[src/rtl/pwm_phase_array.sv]
// Eight-channel phase-shifted PWM generator sharing one carrier counter.
// Define PWM_PHASE_SHADOW_EN for shadowed phase writes that commit at the carrier wrap.
module pwm_phase_array #(
    parameter int PERIOD = 675,
    parameter int DUTY   = 337
) (
    input  logic       clk,
    input  logic       rst_n,
    input  logic       en,
    input  logic       cfg_valid,
    output logic       cfg_ready,
    input  logic [2:0] cfg_ch,
    input  logic [9:0] cfg_phase,
    output logic [7:0] change_pwm,
    output logic       period_start
);

    localparam logic [9:0]  PMAX   = 10'(PERIOD - 1);
    localparam logic [10:0] PER11  = 11'(PERIOD);
    localparam logic [10:0] DUTY11 = 11'(DUTY);

    logic [9:0]  cnt;
    logic [9:0]  ph [8];
    logic [10:0] rel [8];
    logic [9:0]  phase_sat;
    logic [7:0]  pwm_next;
    logic        wrap;
    logic        accept;

    // Writes are never stalled; the handshake only drops while reset is held.
    assign cfg_ready = rst_n;
    assign accept    = cfg_valid & cfg_ready;
    assign wrap      = en && (cnt == PMAX);
    assign phase_sat = (cfg_phase >= PMAX) ? PMAX : cfg_phase;

    // NOTE: state registers use non-blocking assignments so every flop samples pre-edge values.
    always_ff @(posedge clk or negedge rst_n) begin
        if (!rst_n) begin
            cnt <= '0;
        end else if (!en || wrap) begin
            cnt <= '0;
        end else begin
            cnt <= cnt + 10'd1;
        end
    end

`ifdef PWM_PHASE_SHADOW_EN
    logic [9:0] sh [8];
    logic [7:0] pend;
    logic       commit;

    // A disabled carrier has no period boundary to wait for, so writes land at once.
    assign commit = wrap || !en;

    // NOTE: the phase array is eight flop registers, not a RAM, so it is safe to clear asynchronously.
    always_ff @(posedge clk or negedge rst_n) begin
        if (!rst_n) begin
            for (int i = 0; i < 8; i++) begin
                ph[i] <= '0;
                sh[i] <= '0;
            end
            pend <= '0;
        end else begin
            for (int i = 0; i < 8; i++) begin
                if (commit) begin
                    // A write landing on the wrap edge beats the older shadow value.
                    if (accept && cfg_ch == 3'(i)) begin
                        ph[i] <= phase_sat;
                    end else if (pend[i]) begin
                        ph[i] <= sh[i];
                    end
                    pend[i] <= 1'b0;
                end else if (accept && cfg_ch == 3'(i)) begin
                    sh[i]   <= phase_sat;
                    pend[i] <= 1'b1;
                end
            end
        end
    end
`else
    always_ff @(posedge clk or negedge rst_n) begin
        if (!rst_n) begin
            for (int i = 0; i < 8; i++) begin
                ph[i] <= '0;
            end
        end else if (accept) begin
            ph[cfg_ch] <= phase_sat;
        end
    end
`endif

    // Position of the carrier relative to each channel's delayed start, kept within 11 bits.
    always_comb begin
        for (int i = 0; i < 8; i++) begin
            if ({1'b0, cnt} >= {1'b0, ph[i]}) begin
                rel[i] = {1'b0, cnt} - {1'b0, ph[i]};
            end else begin
                rel[i] = {1'b0, cnt} + PER11 - {1'b0, ph[i]};
            end
            pwm_next[i] = en && (rel[i] < DUTY11);
        end
    end

    always_ff @(posedge clk or negedge rst_n) begin
        if (!rst_n) begin
            change_pwm   <= '0;
            period_start <= 1'b0;
        end else begin
            change_pwm   <= pwm_next;
            period_start <= en && (cnt == 10'd0);
        end
    end

endmodule

[config.mk]
export PLATFORM = sky130hd
export DESIGN_NAME = pwm_phase_array
export DESIGN_NICKNAME = d
export VERILOG_FILES = /design/src/rtl/pwm_phase_array.sv
export SDC_FILE = /design/constraint.sdc
export NUM_CORES = 1
export LEC_CHECK = 0
export ABC_AREA = 1
export CAP_MARGIN = 25
export CORE_ASPECT_RATIO = 0.75
export CORE_MARGIN = 2
export CORE_UTILIZATION = 42
export CTS_CLUSTER_DIAMETER = 80
export DETAILED_ROUTE_END_ITERATION = 16
export PLACE_DENSITY = 0.6
export SLEW_MARGIN = 0
export SYNTH_ARGS = -nofsm -noshare
export SYNTH_HDL_FRONTEND = slang
export SYNTH_SLANG_ARGS = --single-unit
[constraint.sdc]
create_clock -name clk -period 3.6 [get_ports clk]
set_clock_uncertainty 0.2 [all_clocks]
set_input_delay 1.08 -clock clk [delete_from_list [all_inputs] [get_ports clk]]
set_output_delay 1.08 -clock clk [all_outputs]
set_load 0.02 [all_outputs]
==> flow_metrics.py, run 1 <==
metrics = {
    "status": {
        "status": "completed",
    },
    "drt": {
        "ant_nets": 0,
        "avgViaCountPerCell": 5.15,
        "met3_length_mm": 3.12,
        "wl_mm": 42.6,
        "route.met2.wl_mm": 17.6,
        "firstDrtPassIters": 7,
        "drc_errors": 0,
        "m1WireLength_mm": 20.9,
        "vias": 13568,
        "avgRoutedWirePerCell_um": 16.2,
        "top_layer_used": "met4",
        "drtIter0Drc": 1067,
    },
    "power_and_ir_drop": {
        "ir_worst_vdd_mv": 0.275,
        "p_leak_nw": 8.18,
        "p_per_area_nw_per_um2": 460,
        "report.power.total_w": 0.00672,
    },
    "floorplan": {
        "initial_utilization": 0.425,
        "rows": 56,
        "core_area_um2": 31100,
        "die_h_um": 158,
        "die_area_um2": 32900,
        "die_w_um": 209,
        "io-pin-count": 27,
    },
    "sta": {
        "setup_ws_ns": 0.183,
        "hold_viol_final": 0,
        "fin_crit_sh": 0.949,
        "max_slew_margin": 0.286,
        "post-route-min-period_ns": 3.42,
        "report.final.slew_viol_count": 0,
        "fmaxAchievable_mhz": 293,
        "hold-worst-slack_ns": 0.298,
        "worst_slew_pin_slew_ns": 1.07,
        "setup_violations": 0,
    },
    "cts": {
        "cts_made_buffers": 9,
        "cts_sinks": 99,
        "clkLatencyLatePin_ns": 0.37,
        "cts-hold-fix-buffers": 0,
        "h-tree-depth": 3,
        "path_clk_slew_ns": 0.08,
        "tritoncts": "built",
        "cts.path.max_buffers": 2,
        "cts-root-buf": "clkbuf_16",
    },
    "flow_run": {
        "cap_violations": 0,
    },
    "placement": {
        "place_ws_ns": 0.0861,
        "gp_congestion": 0.908,
        "port_buffers": 26,
        "placed_cell_area_um2": 14200,
        "dp_hpwl_mm": 33.0,
    },
    "synthesis": {
        "yosysWarnings": 0,
        "syn-cell-area_um2": 13200,
        "async_flop_share": 1.00,
        "synth_area_leaders": "nand2_1, dfrtp_1, ha_1, inv_1, nand3_1",
        "netlist_top_cells_count": "nand2_1, inv_1, nor2_1, nand3_1, ha_1",
        "seq_area_frac_synth": 0.188,
        "yosys.cell_types.count": 43,
        "synthFlopType": "dfrtp_1",
        "synth_edf_count": 0,
        "synth_top_area_frac": 0.216,
        "yosysMostFrequentCell": "nand2_1",
        "synth_nets": 2356,
        "ys_ff_latch": 99,
        "synthCells": 2159,
        "synth_top_area_cell": "nand2_1",
        "syn-mean-instance-area_um2": 6.12,
    },
    "worst_setup_path": {
        "r2r-start": "cnt[0]",
        "rr_endpoint": "change_pwm[5]",
        "rrSetupSlack_ns": 0.18,
        "cp-end-kind": "register",
        "required_ns": 3.69,
        "crit_start": "cnt[0]",
        "critPathMaxFanout": 5,
        "worstSetupStartpointType": "register",
        "critical_path_class": "register to register",
        "crit_arrival_ns": 3.51,
        "reg2regPathDepth": 18,
    },
    "cells_and_area": {
        "multi_input_area_um2": 9460,
        "drive_gt1_frac": 0.0498,
        "stdcell_area_um2": 14600,
        "syn_to_final_growth_pct": 10.5,
        "layout.nets": 2422,
        "insertedDiodeCount": 0,
        "ff_latch_area_um2": 2480,
        "num-fill-cells": 3265,
    },
    "global_route": {
        "grt_pass1_wl_mm": 67.7,
        "grt_antenna_before_repair": 0,
        "grt_pass1_vias": 12491,
        "overflow": 0,
        "grt_util_all_layers": 0.264,
        "grt_max_degree": 69,
    },
    "worst_hold_path": {
        "hold_class": "input pin to async pin",
    },
}
routing by layer:
layer / global-route usage / up-vias
li1: - / 7029
met1: 0.375 / 6086
met2: 0.405 / 400
met3: 0.0603 / 53
met4: 0.0663 / 0
met5: 0 / -
worst max-delay path, stage by stage, from the launching register on:
cell	delay (ns)
dfrtp_1	0.37
inv_1	0.07
ha_1	0.21
or2_2	0.35
o21ai_4	0.18
xor2_2	0.21
clkinvlp_4	0.19
buf_4	0.21
buf_4	0.15
ha_2	0.30
a21o_1	0.18
nor2_1	0.10
nand2_1	0.07
xor2_1	0.14
nand2_1	0.06
nand2_1	0.05
inv_1	0.04
nand2_1	0.06
a21oi_2	0.18
cell families after synthesis:
kind of cell | after synthesis | share of synthesized area
adder cells (fa/ha/maj) | 180 | 0.180
AND/OR/NAND/NOR | 1221 | 0.385
XOR/XNOR | 64 | 0.0424
buffers and inverters | 340 | 0.0988
AO/OA/AOI/OAI | 255 | 0.107
flip-flops | 99 | 0.188
placed cells by master, fill, tap and decap left out, drive strengths merged, types with 29 or more instances in the layout:
master  Yosys  layout
nand2     771     771
nor2      184     184
o21ai     107     107
ha        164     164
nand3     166     166
dfrtp      99      99
buf        10      49
inv       318     319
nand4      29      29
a21oi     111     111
xor2       43      43
flip-flops by register name, indices dropped and copies added, names as in the netlist:
name          cells
cnt              10
ph               80
period_start      1
change_pwm        8
cell type report:
cell class                      count  area share
Sequential cell                    99       0.170
Inverter                          321      0.0829
Clock buffer                       10      0.0157
Timing Repair Buffer               74      0.0426
Multi-Input combinational cell   1720       0.648
Clock inverter                      6     0.00660
Tap cell                          406      0.0348
power breakdown:
| group | total [W] | switching, W | internal [W] |
|---|---|---|---|
| logic | 0.00415 | 0.00261 | 0.00153 |
| clock network | 0.00112 | 0.000499 | 0.000619 |
| registers | 0.00145 | 0.000121 | 0.00133 |
| total | 0.00672 | 0.00323 | 0.00348 |
through the flow:
stage / TNS, ns / instances / util
floorplan: 0 / 2159 / -
global placement: 0 / 2616 / 0.457
detailed placement: 0 / 2616 / 0.457
CTS: 0 / 2632 / 0.467
global route: -0.0523 / 2636 / 0.469
finish: 0 / 2636 / 0.469
timing repair:
| action | in CTS | in global routing |
|---|---|---|
| buffers inserted | 0 | 4 |
| resized for setup | 0 | 11 |
| setup endpoints to repair | 0 | 8 |
how the worst max path moves through the flow:
stage	end	slack, ns	cells after the start
3_5_place_dp	change_pwm[5]	0.09	16
3_3_place_gp	change_pwm[5]	0.09	15
2_1_floorplan	change_pwm[1]	0.1	21
4_1_cts	change_pwm[5]	0.06	16
6_report	change_pwm[5]	0.18	18
5_1_grt	change_pwm[5]	-0.03	19
(Power assumes the default switching activity.)
==> run 2: changes to the inputs <==
--- a/config.mk
+++ b/config.mk
@@ -8,11 +8,10 @@
 export ABC_AREA = 1
 export CAP_MARGIN = 25
 export CORE_ASPECT_RATIO = 0.75
-export CORE_MARGIN = 2
-export CORE_UTILIZATION = 42
+export CORE_UTILIZATION = 39
 export CTS_CLUSTER_DIAMETER = 80
 export DETAILED_ROUTE_END_ITERATION = 16
-export PLACE_DENSITY = 0.6
+export PLACE_DENSITY = 0.56
 export SLEW_MARGIN = 0
 export SYNTH_ARGS = -nofsm -noshare
 export SYNTH_HDL_FRONTEND = slang
==> run 2 against run 1 <==
  * Sequential share of layout area decreased by 0.057 points
  * Non-clock buffer count stayed put
  * Combinational power hardly changed
  * Setup slack got worse by 0.016 ns
  * Clock power fell by 5%
  * Power decreased by 0.39%
  * Die area increased by 5.2%
  * Via count rose by 0.58%
==> flow_metrics.py, run 2 (synthesis gave the netlist of run 1 again) <==
metrics = {
    "power_and_ir_drop": {
        "p_per_area_nw_per_um2": 457,
        "ir_worst_vdd_mv": 0.266,
        "report.power.total_w": 0.00669,
        "p_leak_nw": 8.17,
    },
    "floorplan": {
        "initial_utilization": 0.402,
        "die_h_um": 161,
        "core_area_um2": 32900,
        "die_area_um2": 34600,
        "rows": 57,
        "io-pin-count": 27,
        "die_w_um": 215,
    },
    "drt": {
        "drc_errors": 0,
        "avgRoutedWirePerCell_um": 16.0,
        "wl_mm": 42.9,
        "ant_nets": 0,
        "drtIter0Drc": 1184,
        "firstDrtPassIters": 6,
        "avgViaCountPerCell": 5.11,
        "vias": 13647,
    },
    "cts": {
        "cts_made_buffers": 9,
        "tritoncts": "built",
        "cts.path.max_buffers": 2,
        "cts-root-buf": "clkbuf_16",
        "clkLatencyLatePin_ns": 0.36,
        "h-tree-depth": 3,
        "cts_sinks": 99,
        "path_clk_slew_ns": 0.07,
    },
    "cells_and_area": {
        "stdcell_area_um2": 14700,
        "reg_top3": "ph: 80 flops, cnt: 10 flops, change_pwm: 8 flops",
        "insertedDiodeCount": 0,
        "finish.utilization": 0.446,
        "largest_register_ffs": 80,
        "largest_register": "ph",
        "layout.nets": 2422,
        "drive_gt1_frac": 0.0502,
        "num-fill-cells": 3501,
        "final_cell_mix": "nand2_1, inv_1, nor2_1",
        "syn_to_final_growth_pct": 10.9,
        "stdcell_count": 2671,
        "layout_commonest_cell": "nand2_1",
    },
    "sta": {
        "report.final.slew_viol_count": 0,
        "worst_slew_pin_slew_ns": 0.983,
        "post-route-min-period_ns": 3.43,
        "hold_viol_final": 0,
        "setup_violations": 0,
        "hold-worst-slack_ns": 0.289,
        "fmaxAchievable_mhz": 291,
        "max_slew_margin": 0.345,
        "fin_crit_sh": 0.954,
    },
    "worst_setup_path": {
        "critPathMaxStageDelay_ns": 0.34,
        "crit_path_cell_trace": "inv_1, ha_1, or2_2, o21ai_2, a21oi_1, xor2_1, clkinvlp_4, buf_4, ha_1, a21oi_1, a21boi_0, nand2_1, nand2_1, a21oi_1, nor2_1, nand3_1, nor2_1",
        "crit_arrival_ns": 3.52,
        "cp-end-kind": "register",
        "rrSetupSlack_ns": 0.17,
        "reg2regPathDepth": 17,
        "cp_slowest_cell": "dfrtp_1",
        "critPathMaxFanout": 5,
        "required_ns": 3.69,
        "cpMostUsedCell": "a21oi_1",
        "critical_path_class": "register to register",
        "worstSetupStartpointType": "register",
    },
    "global_route": {
        "grt_pass1_wl_mm": 68.3,
        "overflow": 0,
        "grt_max_degree": 53,
        "grt_pass1_vias": 12500,
        "grt_util_all_layers": 0.251,
        "grt_antenna_before_repair": 0,
    },
    "placement": {
        "dp_hpwl_mm": 34.1,
        "placed_cell_area_um2": 14300,
        "place_inst": 2653,
        "gp_congestion": 0.901,
        "port_buffers": 26,
    },
    "worst_hold_path": {
        "hold_class": "register to register",
        "whs_path_depth": 2,
    },
    "status": {
        "status": "completed",
    },
    "flow_run": {
        "cap_violations": 0,
    },
}
-- run 2: worst max-delay path, delay by kind of cell, from the launching register on --
family,cells,cell delay [ns]
buf+inv,3,0.51
fa+ha+maj,2,0.55
flops,1,0.34
compound gates,5,0.71
xor+xnor,1,0.26
simple gates,6,0.79
-- run 2: layout make-up --
type | instances | area [µm²] | share of cell area
flip-flops and latches | 99 | 2480 | 0.169
clock buffers | 11 | 253 | 0.0173
inverters | 321 | 1210 | 0.0826
repair buffers | 74 | 631 | 0.0430
well taps | 442 | 553 | 0.0377
multi-input cells | 1720 | 9470 | 0.646
clock inverters | 4 | 56.3 | 0.00384
-- run 2: what timing repair did --
item / 4_1_cts / 5_1_grt
gates resized for setup: 0 / 10
setup buffers: 0 / 3
setup endpoints to repair: 0 / 5
hold buffers: 0 / 0
endpoints found under the hold margin: 0 / 0
-- run 2: final timing paths --
check,start,end
setup / recovery,cnt[0],change_pwm[6]
hold / removal,ph[67],ph[67]
setup reg to reg,cnt[0],change_pwm[6]
hold reg to reg,ph[67],ph[67]
max in group asynchronous,rst_n,cnt[4]
min in group asynchronous,rst_n,change_pwm[5]
-- run 2: power breakdown --
group	total [W]	internal (W)	switching [W]
clock	0.00106	0.000581	0.000482
sequential	0.00144	0.00133	0.000113
combinational	0.00418	0.00154	0.00265
-- run 2: metal layers --
layer  vias up  global-route usage  part of all wire
met5         -                   0                 0
met2       345               0.388              0.42
met4         0              0.0468             0.015
li1       7048                   -                 -
met1      6215               0.377              0.52
met3        39              0.0252             0.051
-- run 2: through the flow --
stage	setup slack, ns	setup TNS (ns)
after floorplan	0.0985	0
after global placement	0.126	0
after detailed placement	0.111	0
after CTS	0.0863	0
after global routing	-0.0109	-0.0134
final	0.167	0
